===== config.mk =====
export PLATFORM = sky130hd
export DESIGN_NAME = regfile_sb
export DESIGN_NICKNAME = d
export VERILOG_FILES = /design/src/rtl/regfile_pkg.sv /design/src/rtl/regfile_rdport.sv /design/src/rtl/regfile_sb.sv
export SDC_FILE = /design/constraint.sdc
export NUM_CORES = 2
export LEC_CHECK = 0
export BUFFER_PORTS_ARGS = -buffer_cell sky130_fd_sc_hd__buf_2
export CAP_MARGIN = 20
export CELL_PAD_IN_SITES_DETAIL_PLACEMENT = 2
export CELL_PAD_IN_SITES_GLOBAL_PLACEMENT = 2
export CORE_UTILIZATION = 30
export CTS_CLUSTER_SIZE = 14
export DETAILED_ROUTE_END_ITERATION = 8
export PLACE_DENSITY = 0.54
export SETUP_SLACK_MARGIN = 0.4
export SYNTH_ARGS = -nofsm -noshare
export SYNTH_HDL_FRONTEND = slang
export SYNTH_SLANG_ARGS = --single-unit

===== constraint.sdc =====
create_clock -name Clk -period 7.3 [get_ports Clk]
set_clock_uncertainty 0.05 [all_clocks]
set_input_delay 1.095 -clock Clk [delete_from_list [all_inputs] [get_ports Clk]]
set_output_delay 1.095 -clock Clk [all_outputs]
set_load 0.05 [all_outputs]

===== src/rtl/regfile_pkg.sv =====
// Shared types and defaults for the decode-stage register file.
// No logic: constants and typedefs only.
// No flow control; consumers pick widths from here or override per instance.
package regfile_pkg;

  // Default geometry of the register file (32 x 32-bit).
  localparam int RF_DATA_W = 32;
  localparam int RF_ADDR_W = 5;

  // Architectural zero register index.
  localparam int ZERO_ADDR = 0;

  // Register contents are two's-complement signed at the default width.
  typedef logic signed [RF_DATA_W-1:0] rf_data_t;

endpackage : regfile_pkg


===== src/rtl/regfile_rdport.sv =====
// One combinational operand read port: zero-reg, write bypass, then storage.
// Latency: 0 cycles, purely combinational from address and write-back inputs.
// No backpressure; ready reflects only the scoreboard and same-cycle bypass.
module regfile_rdport
  import regfile_pkg::*;
#(
  parameter int DATA_W   = RF_DATA_W,
  parameter int ADDR_W   = RF_ADDR_W,
  parameter int ZERO_REG = 1,
  parameter int BYPASS   = 1
) (
  input  logic [ADDR_W-1:0] rd_addr,
  input  logic [DATA_W-1:0] rd_store,
  input  logic              rd_busy,
  input  logic              wr_en,
  input  logic [ADDR_W-1:0] wr_addr,
  input  logic [DATA_W-1:0] wr_data,
  output logic [DATA_W-1:0] rd_data,
  output logic              rd_ready
);

  logic is_zero;
  logic byp_hit;

  assign is_zero = (ZERO_REG != 0) && (rd_addr == ADDR_W'(ZERO_ADDR));
  assign byp_hit = (BYPASS != 0) && wr_en && (wr_addr == rd_addr);

  // Operand select in priority order: hard-wired zero, forwarded write, stored value.
  always_comb begin
    rd_data  = rd_store;
    rd_ready = ~rd_busy;
    if (is_zero) begin
      rd_data  = '0;
      rd_ready = 1'b1;
    end else if (byp_hit) begin
      rd_data  = wr_data;
      rd_ready = 1'b1;
    end
  end

endmodule : regfile_rdport


===== src/rtl/regfile_sb.sv =====
// Multi-read-port register file with write bypass and per-register busy scoreboard.
// Latency: reads 0 cycles; writes and scoreboard updates visible after the clock edge.
// No backpressure: every write-back and issue is accepted in the cycle presented.
module regfile_sb
  import regfile_pkg::*;
#(
  parameter int DATA_W   = RF_DATA_W,
  parameter int ADDR_W   = RF_ADDR_W,
  parameter int NUM_RD   = 2,
  parameter int ZERO_REG = 1,
  parameter int BYPASS   = 1
) (
  input  logic                     Clk,
  input  logic                     Reset_n,
  input  logic [NUM_RD*ADDR_W-1:0] ReadReg,
  output logic [NUM_RD*DATA_W-1:0] ReadData,
  output logic [NUM_RD-1:0]        ReadReady,
  input  logic                     RegWrite,
  input  logic [ADDR_W-1:0]        WriteReg,
  input  logic [DATA_W-1:0]        WriteData,
  input  logic                     IssueValid,
  input  logic [ADDR_W-1:0]        IssueReg,
  output logic [(1<<ADDR_W)-1:0]   Busy
);

  localparam int DEPTH = 1 << ADDR_W;

  logic [DATA_W-1:0] regs [DEPTH];
  logic [DEPTH-1:0]  busy_q;
  logic [DEPTH-1:0]  busy_nxt;
  logic              wr_ok;
  logic              iss_ok;

  // Writes and issues aimed at the hard-wired zero register are discarded.
  assign wr_ok  = RegWrite &&
                  !((ZERO_REG != 0) && (WriteReg == ADDR_W'(ZERO_ADDR)));
  assign iss_ok = IssueValid &&
                  !((ZERO_REG != 0) && (IssueReg == ADDR_W'(ZERO_ADDR)));

  // Register storage: cleared by reset, written at the edge on write-back.
  always_ff @(posedge Clk or negedge Reset_n) begin
    if (!Reset_n) begin
      for (int r = 0; r < DEPTH; r++) begin
        regs[r] <= '0;
      end
    end else if (wr_ok) begin
      regs[WriteReg] <= WriteData;
    end
  end

  // Scoreboard next state: a new issue beats a same-cycle write-back to the same register.
  always_comb begin
    busy_nxt = busy_q;
    for (int r = 0; r < DEPTH; r++) begin
      if (iss_ok && (IssueReg == ADDR_W'(r))) begin
        busy_nxt[r] = 1'b1;
      end else if (RegWrite && (WriteReg == ADDR_W'(r))) begin
        busy_nxt[r] = 1'b0;
      end
    end
  end

  // Scoreboard state register.
  always_ff @(posedge Clk or negedge Reset_n) begin
    if (!Reset_n) begin
      busy_q <= '0;
    end else begin
      busy_q <= busy_nxt;
    end
  end

  assign Busy = busy_q;

  // One read-port mux per operand; storage lookup happens here, selection in the port.
  for (genvar i = 0; i < NUM_RD; i++) begin : g_rd
    logic [ADDR_W-1:0] addr;
    logic [DATA_W-1:0] data;
    logic              ready;

    assign addr = ReadReg[i*ADDR_W +: ADDR_W];

    regfile_rdport #(
      .DATA_W   (DATA_W),
      .ADDR_W   (ADDR_W),
      .ZERO_REG (ZERO_REG),
      .BYPASS   (BYPASS)
    ) u_rdport (
      .rd_addr  (addr),
      .rd_store (regs[addr]),
      .rd_busy  (busy_q[addr]),
      .wr_en    (RegWrite),
      .wr_addr  (WriteReg),
      .wr_data  (WriteData),
      .rd_data  (data),
      .rd_ready (ready)
    );

    assign ReadData[i*DATA_W +: DATA_W] = data;
    assign ReadReady[i]                 = ready;
  end

endmodule : regfile_sb


-- Word level (Yosys, flattened, before mapping)
Index checks and enable logic that the tools add are counted.
- add/subtract/negate cells: 0
- $mul: 0
- div/mod/pow operators: 0
- $lt $le $gt $ge: 6
- equality and inequality tests: 64
- shift-type cells: 0
- mux-type cells: 85
- bitwise logic cells: 5
- reductions and logical operators: 107
- operators by type and width (cell ; count):
    $bwmux 1024 ; 1
    $bmux 32 s5 ; 2
    $mux 32 ; 9
    $demux 32 s5 ; 1
    $eq 5x5->1 const B ; 32
    $eq 5x4->1 const B ; 16
    $mux 1 ; 70
    $logic_and 1x1->1 ; 69
    $reduce_bool 2->1 ; 32
    $eq 5x3->1 const B ; 8
    $eq 5x2->1 const B ; 4
    $logic_not 5->1 ; 4
    $ge 6x6->1 const B ; 3
    $not 5->6 ; 3
    $lt 5x6->1 const B ; 2
    $bmux 1 s5 ; 2
    $eq 5x1->1 const B ; 2
    $eq 5x5->1 ; 2
    $lt 6x1->1 const B ; 1
    $logic_not 1->1 ; 2
    $not 1->1 ; 2
- register bits: 1056
- bits in latches: 0
- RAM bits: 0
- bits in read-only memories: 0
- input bits: 56
- output and inout port bits: 98
- word-level logic and storage cells: 331
- memories: 0

-- Depth between registers and ports, before layout
- depth after elaboration: 6
- gate-level depth with buffers: 10
- mapped depth without buffers: 5

-- Hierarchy
A second synthesis with hierarchy kept.
- cells, all modules: 5059
- area, all modules: 58760.1 um^2
- by module, submodules not included (module ; times used ; cells an instance ; area an instance (um^2) ; sequential area each (um^2)):
    regfile_sb ; 1 ; 4803 ; 57258.7 ; 26425.3
    regfile_rdport ; 2 ; 128 ; 750.7 ; 0.0

-- Least setup slack after synthesis
Ideal clock, no wire load.
- path type: in2out
- start point: input port ReadReg[6]
- end point: output port ReadData[43]
- arrival time: 3.690 ns
- data required time: 6.155 ns
- setup slack: 2.465 ns
- stages: 7
- buffers on the path: 4
- cell sequence: buf_2 buf_2 buf_2 clkbuf_1 mux4_2 nor3_1 o32ai_1
- word-level cells in the longest chain between the ends: 6
- elaborated cells between the ends (all ways): 9
- those cells by class: 1 x eq/ne; 5 x mux; 1 x bitwise; 2 x reduce/logical
- RTL lines (what ; line ; source):
    start, declared ; regfile_sb.sv:15 ; input logic [NUM_RD*ADDR_W-1:0] ReadReg,
    $not 5->6 (implied by the code) ; regfile_sb.sv:89 ; .rd_store (regs[addr]),
    $bmux 32 s5 ; regfile_sb.sv:89 ;
    $mux 32 (implied by the code) (2 in a row) ; regfile_sb.sv:89 ;
    $mux 32 ; regfile_rdport.sv:35 ; end else if (byp_hit) begin
    $mux 32 (*) ; regfile_rdport.sv:32 ; if (is_zero) begin
    end, declared ; regfile_sb.sv:16 ; output logic [NUM_RD*DATA_W-1:0] ReadData,
Mark *: on every way between the ends. The rest lies on a longest branch, timed or not. The select of a mux whose other input is x is not followed.

-- Worst setup path in the final report
- start point: input port ReadReg[7]
- end point: output port ReadData[55]
The elaborated chain is that of the path after synthesis.

==> qor.yml <==
cts_tree: "built"
clock_sinks: 1056
end_kind: "output pin"
path_buf_inv: 3
synth_seq_area_share: 0.464
required_ns: 6.15
portBuffers: 153
min_period_ns: 5.66
vdd_ir_drop_max_mv: 0.237
hold_viol: 0
async_reset_ff_frac: 1.00
synth_area_leader_cell: "dfrtp_1"
final_common_cell: "dfrtp_1"
synth_edf_count: 0
clkTransAtPathRegs_ns: 0.05
rsz0062_at_grt: "no"
cp_slowest_cell: "nand4_1"
cp_data_arrival_time_ns: 4.52
setup_ws_ns: 1.64
cts-root-buf: "clkbuf_16"
htreeDepth: 4
nets: 3886
cts_resized: 0
drt_iter0_markers: 2229
place_ws_ns: 1.71
final.hold.worst_slack_ns: 0.288
antenna_found_initial: 19
clkLatencyLatePin_ns: 0.78
drive_gt1_frac: 0.519
slew_headroom: 0.215
dieArea_um2: 192000
synthTopCellsByArea: "dfrtp_1 (46%), mux2_2 (20%), mux4_2 (19%)"
fp.dieH_um: 438
via_per_inst: 5.69
routabilityCongestion: 0.768
dr.pass1.iters: 6
dp_cells: 6186
final_cell_mix: "dfrtp_1 (1,056), mux2_2 (1,031), mux4_2 (474)"
worstSetupPathType: "in2out"
fmax_ghz: 0.177
grt_pass1_vias: 40800
die_w_um: 438
clock_path_buffers: 3
syn_area_um2: 57000
grt.overflow.total: 0
wl_per_cell_um: 34.7
grt_max_degree: 143
cp-start-kind: "input pin"
tns_ns: 0
instances_no_fill: 6435
power.density_nw_per_um2: 294
grt_usage: 0.234
yosysTopAreaCellShare: 0.464
area_delta_synth_final_pct: 14.4
ant_nets: 0
post_cts_buffers: 0
wirelength_mm: 223
violations: "DRC"
numCtsBuffers: 137
drv_cap: 0
final_cell_area_um2: 65200
synth_seq_cells: 1056
period_share: 0.776
num_vias: 36600
leakagePower_nw: 27.8
drv_slew: 0
synth_fp_nets: 3916
path_cells: "buf_4, xor2_1, nor3_1, nand4_1, buf_12, a21oi_1, buf_2"
cpLargestDelayFamily: "buffers and inverters"
ys.flop_type: "dfrtp_1"
worst_pin_slew_ns: 1.16
drc: 10
initial_core_util: 0.303
ys_warn_count: 0
cp_max_fo: 34
num_io_pins: 154
ys_types: 58
hold_buffers: 0
status: "complete, but fails checks"
postSynthAreaPerCell_um2: 14.8
dp_hpwl_mm: 132
slowest_delay_ns: 0.93
rows: 159
core-area_um2: 188000
grt_pass1_wl_mm: 322
post_dp_cell_area_um2: 60500
hp-class: "in2async"
syn_inst: 3860
setup_viol: 0
-- path summary, 6_finish.rpt --
path                                        from  slack [ns]  depth (start not counted)                endpoint
max                                   ReadReg[7]        1.64                          7            ReadData[55]
min                                      Reset_n        0.29                          1  regs[1018]$_DFFE_PN0P_
max reg2reg                 Busy[15]$_DFFE_PN0P_        6.43                          2    Busy[15]$_DFFE_PN0P_
min reg2reg                regs[998]$_DFFE_PN0P_        0.34                          0   regs[998]$_DFFE_PN0P_
max in group asynchronous                Reset_n        5.28                          3   regs[330]$_DFFE_PN0P_
min in group Clk           regs[998]$_DFFE_PN0P_        0.34                          0   regs[998]$_DFFE_PN0P_
-- sequential cells by signal, summed over array words and instances, names as in the netlist --
name / flops
regs: 1024
Busy: 32
-- worst reg2reg max path, cell delays in order, from the launching register on --
cell and delay, ns:
dfrtp_1 0.44, o21ai_0 0.11, o21ai_0 0.14
-- cell families after synthesis --
logic type | Yosys count | share of synthesized area
multiplexers | 1743 | 0.433
AO/OA/AOI/OAI | 369 | 0.0472
XOR/XNOR | 10 | 0.00154
flip-flops | 1056 | 0.464
buffers and inverters | 456 | 0.0345
AND/OR/NAND/NOR | 226 | 0.0198
-- synth_stat cells, drive strengths merged, types with 16 or more instances --
library cell	number
a21oi	47
a221o	34
a221oi	43
a22oi	49
a32oi	25
buf	198
clkbuf	242
dfrtp	1056
inv	16
mux2	1031
mux2i	238
mux4	474
nand2	70
nand4	20
nor2	48
nor2b	22
o21ai	65
o21bai	16
o22ai	19
-- report_power, final --
part | switching [W] | internal, W | leakage [nW]
clock | 0.00280 | 0.00434 | 2.30
sequential | 0.000897 | 0.00698 | 13.5
combinational | 0.00198 | 0.00216 | 12.0
total | 0.00569 | 0.0135 | 27.8
-- final cells by class --
type                            instances  area [µm²]
Tap cell                             2495        3120
Sequential cell                      1056       26400
Clock inverter                         42         654
Inverter                               16        61.3
Timing Repair Buffer                  271        2010
Fill cell                           18900      123000
Multi-Input combinational cell       2348       28900
Antenna cell                            7        17.5
Clock buffer                          200        4020
-- layer usage --
layer | part of all wire | GRT usage
met1 | 0.45 | 0.313
met2 | 0.50 | 0.396
met3 | 0.027 | 0.0272
met4 | 0.032 | 0.0723
met5 | 0 | 0
-- stage by stage --
step	utilization	power, W
6_report	0.346	0.0192
5_1_grt	0.346	0.0200
4_1_cts	0.346	0.0194
3_5_place_dp	0.321	0.0121
3_3_place_gp	0.321	0.0120
2_1_floorplan	-	0.0107
Note: power is estimated with default switching activity, not from simulation.
